## src/rtl/io_hex_display.sv

```systemverilog
// Hex viewer for the 16-bit ioOutput bus: a 4-digit common-anode 7-segment display, one digit
// per REFRESH_DIV clocks. Optional macro LEADING_ZERO_BLANK_EN blanks the leading zero digits.
module io_hex_display #(
  parameter int unsigned REFRESH_DIV = 50000
) (
  input  logic        CLK,
  input  logic        reset,
  input  logic [15:0] ioOutput,
  output logic [6:0]  seg,
  output logic        dp,
  output logic [3:0]  an,
  output logic        changed
);

  localparam int unsigned PW = (REFRESH_DIV > 2) ? $clog2(REFRESH_DIV) : 1;
  localparam logic [PW-1:0] PrescMax = PW'(REFRESH_DIV - 1);

  logic [PW-1:0] r_presc;
  logic [1:0]    r_idx;
  logic [15:0]   r_shadow;
  logic [6:0]    r_seg;
  logic [3:0]    r_an;
  logic          r_changed;

  logic [PW-1:0] w_presc_nxt;
  logic [1:0]    w_idx_nxt;
  logic [15:0]   w_shadow_nxt;
  logic          w_changed_nxt;
  logic [6:0]    w_seg_nxt;
  logic [3:0]    w_an_nxt;
  logic          w_tick;
  logic          w_capture;
  logic [3:0]    w_nibble;
  logic          w_blank;

  function automatic logic [6:0] hex_to_seg(input logic [3:0] nib);
    logic [6:0] pat;
    case (nib)
      4'h0:    pat = 7'b1000000;
      4'h1:    pat = 7'b1111001;
      4'h2:    pat = 7'b0100100;
      4'h3:    pat = 7'b0110000;
      4'h4:    pat = 7'b0011001;
      4'h5:    pat = 7'b0010010;
      4'h6:    pat = 7'b0000010;
      4'h7:    pat = 7'b1111000;
      4'h8:    pat = 7'b0000000;
      4'h9:    pat = 7'b0010000;
      4'hA:    pat = 7'b0001000;
      4'hB:    pat = 7'b0000011;
      4'hC:    pat = 7'b1000110;
      4'hD:    pat = 7'b0100001;
      4'hE:    pat = 7'b0000110;
      default: pat = 7'b0001110;
    endcase
    return pat;
  endfunction

  assign w_tick    = (r_presc == PrescMax);
  // Shadow only moves on the scan wrap so one frame always shows a single value.
  assign w_capture = w_tick && (r_idx == 2'd3);

  always_comb begin
    w_presc_nxt   = w_tick ? '0 : r_presc + 1'b1;
    w_idx_nxt     = w_tick ? r_idx + 2'd1 : r_idx;
    w_shadow_nxt  = w_capture ? ioOutput : r_shadow;
    w_changed_nxt = w_capture && (ioOutput != r_shadow);
  end

  always_comb begin
    w_nibble = 4'h0;
    case (r_idx)
      2'd0:    w_nibble = r_shadow[3:0];
      2'd1:    w_nibble = r_shadow[7:4];
      2'd2:    w_nibble = r_shadow[11:8];
      default: w_nibble = r_shadow[15:12];
    endcase
  end

`ifdef LEADING_ZERO_BLANK_EN
  // A digit is blank when it and everything above it is zero; digit 0 always shows.
  always_comb begin
    w_blank = 1'b0;
    case (r_idx)
      2'd1:    w_blank = (r_shadow[15:4] == 12'h000);
      2'd2:    w_blank = (r_shadow[15:8] == 8'h00);
      2'd3:    w_blank = (r_shadow[15:12] == 4'h0);
      default: w_blank = 1'b0;
    endcase
  end
`else
  assign w_blank = 1'b0;
`endif

  always_comb begin
    w_an_nxt  = ~(4'b0001 << r_idx);
    w_seg_nxt = w_blank ? 7'b1111111 : hex_to_seg(w_nibble);
  end

  always_ff @(posedge CLK) begin
    if (reset) begin
      r_presc   <= '0;
      r_idx     <= 2'd0;
      r_shadow  <= 16'h0000;
      r_changed <= 1'b0;
      r_an      <= 4'b1111;
      r_seg     <= 7'b1111111;
    end else begin
      r_presc   <= w_presc_nxt;
      r_idx     <= w_idx_nxt;
      r_shadow  <= w_shadow_nxt;
      r_changed <= w_changed_nxt;
      r_an      <= w_an_nxt;
      r_seg     <= w_seg_nxt;
    end
  end

  assign seg     = r_seg;
  assign an      = r_an;
  assign dp      = 1'b1;
  assign changed = r_changed;

endmodule

```

## config.mk

```make
export PLATFORM = sky130hd
export DESIGN_NAME = io_hex_display
export DESIGN_NICKNAME = d
export VERILOG_FILES = /design/src/rtl/io_hex_display.sv
export SDC_FILE = /design/constraint.sdc
export NUM_CORES = 1
export LEC_CHECK = 0
export ABC_AREA = 1
export CORE_UTILIZATION = 40
export CTS_BUF_LIST = sky130_fd_sc_hd__clkbuf_16
export DETAILED_ROUTE_END_ITERATION = 8
export HOLD_SLACK_MARGIN = 0.03
export PLACE_DENSITY = 0.59
export SYNTH_ARGS = -nofsm -noshare
export SYNTH_HDL_FRONTEND = slang
export SYNTH_SLANG_ARGS = --single-unit
```

## constraint.sdc

```tcl
create_clock -name CLK -period 2.51 [get_ports CLK]
set_input_delay 0.502 -clock CLK [delete_from_list [all_inputs] [get_ports CLK]]
set_output_delay 0.502 -clock CLK [all_outputs]
set_load 0.05 [all_outputs]
```

==> flow_metrics.tcl <==
set metrics [dict create \
    yosys_warnings 0 \
    rsz0062_at_grt "no" \
    grt_pass1_vias 2052 \
    start_util_pct 41.7 \
    route.detailed.drc 0 \
    ir_drop_uv 499 \
    ctsHoldBuffers 0 \
    clockBufferDepth 2 \
    insertion_delay_ps 280 \
    hold_violations 0 \
    cts_resized 0 \
    cts_root_buffer "clkbuf_16" \
    placed_cell_area_um2 2820 \
    via_count 2246 \
    fmax_mhz 450 \
    synth_nets 371 \
    cpPeakStageDelay_ps 420 \
    grt.overflow.total 0 \
    power_density_nw_per_um2 564 \
    hp-class "reg2reg" \
    netSwitchingFraction_pct 19.9 \
    syn_inst 341 \
    maxSlewHeadroom_pct 63.9 \
    tns_ps 0 \
    first_pass_iters 4 \
    clock_skew_ps 4.17 \
    cap_violations 0 \
    critical_path.endpoint_type "register" \
    portBuffers 29 \
    pwr-share-comb_pct 6.7 \
    min_period_ps 2220 \
    p_clk_share_pct 49.4 \
    p_switching_uw 337 \
    avgSynthCellArea_um2 7.28 \
    dieHeight_um 80.8 \
    startpoint_type "register" \
    avgRoutedWirePerCell_um 12.7 \
    antenna_found_initial 0 \
    tightest_slew_ps 537 \
    numCtsBuffers 5 \
    drt_wl_total_um 5680 \
    synth-seq-cells 46 \
    cts.clk_slew.worst_paths_ps 60 \
    ctsHtreeMaxLevel 2 \
    num_io_pins 31 \
    coreArea_um2 5960 \
    synth_cell_types 32 \
    required_ps 2680 \
    reg2regPathDepth 11 \
    fillCellCount 614 \
    grt_first_pass_wirelength_um 9530 \
    diodes 0 \
    fp.dieW_um 80.8 \
    drive_gt1_share_pct 7.26 \
    globalplace.congestion 0.864 \
    hpwl_um 4150 \
    cp.arrival_ps 2390 \
    r2r_slack_ps 290 \
    seqPwrFrac_pct 43.9 \
    rr_endpoint "seg[3]$_SDFF_PP1_" \
    fin_crit_sh_pct 88.6 \
    status "finished, final reports clean" \
    clock_sinks 46 \
    fin_nets 401 \
    crit_buf_inv 3 \
    reg2reg_from "r_idx[0]$_SDFFE_PP0P_" \
    syn_area_um2 2480 \
    hold_start "r_presc[0]$_SDFF_PP0_" \
    crit_family "adder cells" \
    critPathKind "reg2reg" \
    seq_area_frac_synth_pct 37.1 \
    hold_depth 1 \
    post-route-cell-area_um2 3010 \
    via_per_inst 5.02 \
    cellInternalPower_uw 1360 \
    track_usage_pct 19.1 \
    post-cts-setup-buffers 0 \
    drtIter0Drc 138 \
    grt_max_degree 22 \
    drv_slew 0 \
    cts_tree "yes" \
    rows 28 \
    postRouteAntennaNets 0 \
    cp_max_fo 6 \
    cp_cell_sequence "inv_1 > ha_1 > nand2_1 > nand2_1 > o21bai_1 > inv_1 > ha_1 > inv_1 > nand3_1 > nand3_1 > nand3_1" \
    slowest_stage "o21bai_1" \
    die_area_um2 6530 \
    hold_end "r_presc[0]$_SDFF_PP0_" \
    power_leakage_uw 0.00110 \
    syn_to_final_growth_pct 21.0 \
    setup-violations-final 0 \
]
## per-stage QoR
step	instances	utilization (%)	power [uW]	setup slack, ps	hold slack [ps]
after floorplan	341	-	821	625	417
after global placement	439	47.3	873	426	431
after detailed placement	439	47.3	874	310	441
after CTS	447	50.5	1710	300	450
after global routing	447	50.5	1750	11.7	460
final	447	50.5	1690	287	447
## registers in the layout, indices dropped and copies added, names as in the netlist
register	cells
r_presc	16
r_shadow	16
seg	7
an	4
r_idx	2
changed	1
## worst register-to-register path, cell delays in order, from the launching register on
cell and delay (ps):
dfxtp_1 410, inv_1 100, ha_1 270, nand2_1 90
nand2_1 40, o21bai_1 420, inv_1 160, ha_1 250
inv_1 100, nand3_1 110, nand3_1 100, nand3_1 70
## how the worst max path moves through the flow
stage | from | endpoint | slack [ps] | cells past startpoint
floorplan | r_idx[0]$_SDFFE_PP0P_ | seg[0]$_SDFF_PP1_ | 620 | 11
global placement | r_idx[1]$_SDFFE_PP0P_ | seg[0]$_SDFF_PP1_ | 430 | 11
detailed placement | r_idx[0]$_SDFFE_PP0P_ | seg[3]$_SDFF_PP1_ | 310 | 11
CTS | r_idx[0]$_SDFFE_PP0P_ | seg[3]$_SDFF_PP1_ | 300 | 11
global route | r_idx[0]$_SDFFE_PP0P_ | seg[3]$_SDFF_PP1_ | 10 | 11
finish | r_idx[0]$_SDFFE_PP0P_ | seg[3]$_SDFF_PP1_ | 290 | 11
## cell usage after synthesis, drive strengths merged
| cell type | count | area (um^2) |
|---|---|---|
| nand3b | 1 | 7.51 |
| conb | 1 | 3.75 |
| o211ai | 1 | 7.51 |
| nand3 | 26 | 135 |
| clkbuf | 3 | 11.3 |
| xor2 | 5 | 43.8 |
| clkinv | 2 | 7.51 |
| o21ai | 2 | 10.0 |
| or2 | 3 | 18.8 |
| nor2 | 41 | 169 |
| ha | 12 | 150 |
| nor3b | 1 | 7.51 |
| nand4 | 21 | 131 |
| xnor2 | 16 | 140 |
| o21bai | 1 | 7.51 |
| nor3 | 6 | 35.0 |
| o22ai | 1 | 6.26 |
| nand2 | 99 | 392 |
| inv | 19 | 71.3 |
| dfxtp | 46 | 921 |
| buf | 8 | 77.6 |
| a21oi | 26 | 130 |
## area by class of cell
type / count / area [um^2] / area share (%)
Clock buffer: 5 / 125 / 4.16
Clock inverter: 3 / 63.8 / 2.12
Inverter: 21 / 78.8 / 2.62
Multi-Input combinational cell: 263 / 1400 / 46.4
Sequential cell: 46 / 921 / 30.6
Tap cell: 75 / 93.8 / 3.12
Timing Repair Buffer: 34 / 328 / 10.9
## per-layer routing
| layer | up-vias | part of all wire [%] | wire (um) | GRT usage [%] |
|---|---|---|---|---|
| met4 | 0 | 1.7 | 94 | 7.50 |
| met5 | - | 0 | 0 | 0 |
| met3 | 9 | 3.4 | 191 | 3.71 |
| li1 | 1169 | - | - | - |
| met2 | 44 | 49 | 2770 | 33.8 |
| met1 | 1024 | 46 | 2630 | 22.7 |
## power by group through the flow
stage          Sequential, uW  Combinational (uW)  Clock (uW)
2_1_floorplan             782                39.4           0
4_1_cts                   744                 114         856
5_1_grt                   745                 123         883
6_report                  744                 113         838
3_3_place_gp              760                 113           0
3_5_place_dp              760                 113           0
## cell families (layout without fill, tap and decap cells)
kind of cell	after synthesis	count (layout)	share of synthesized area [%]
and+or+nand+nor	198	198	36.1
other	1	1	0.151
AOI/OAI and AO/OA	31	31	6.50
xor gates and xnor gates	21	21	7.41
DFF	46	46	37.1
adders and majority gates	12	12	6.05
buffers and inverters	32	63	6.75
## layout by cell type (no fill, tap or decap)
master / n
o22ai_1: 1
bufinv_16: 2
nor2_1: 37
dfxtp_1: 46
nand3_2: 1
ha_1: 12
conb_1: 1
buf_4: 5
nand2_2: 2
o21bai_1: 1
or2_2: 3
xnor2_1: 16
o21ai_0: 2
nor2_2: 3
nand3_1: 25
clkinv_1: 3
inv_2: 2
nand4_1: 21
a21oi_1: 26
nor3_2: 1
inv_1: 17
xor2_1: 5
nand2_1: 95
nand3b_1: 1
nor3b_1: 1
clkbuf_16: 5
clkdlybuf4s50_1: 29
o211ai_1: 1
nor3_1: 5
nor2_4: 1
nand2_4: 2
Note: power is estimated with default switching activity, not from simulation.
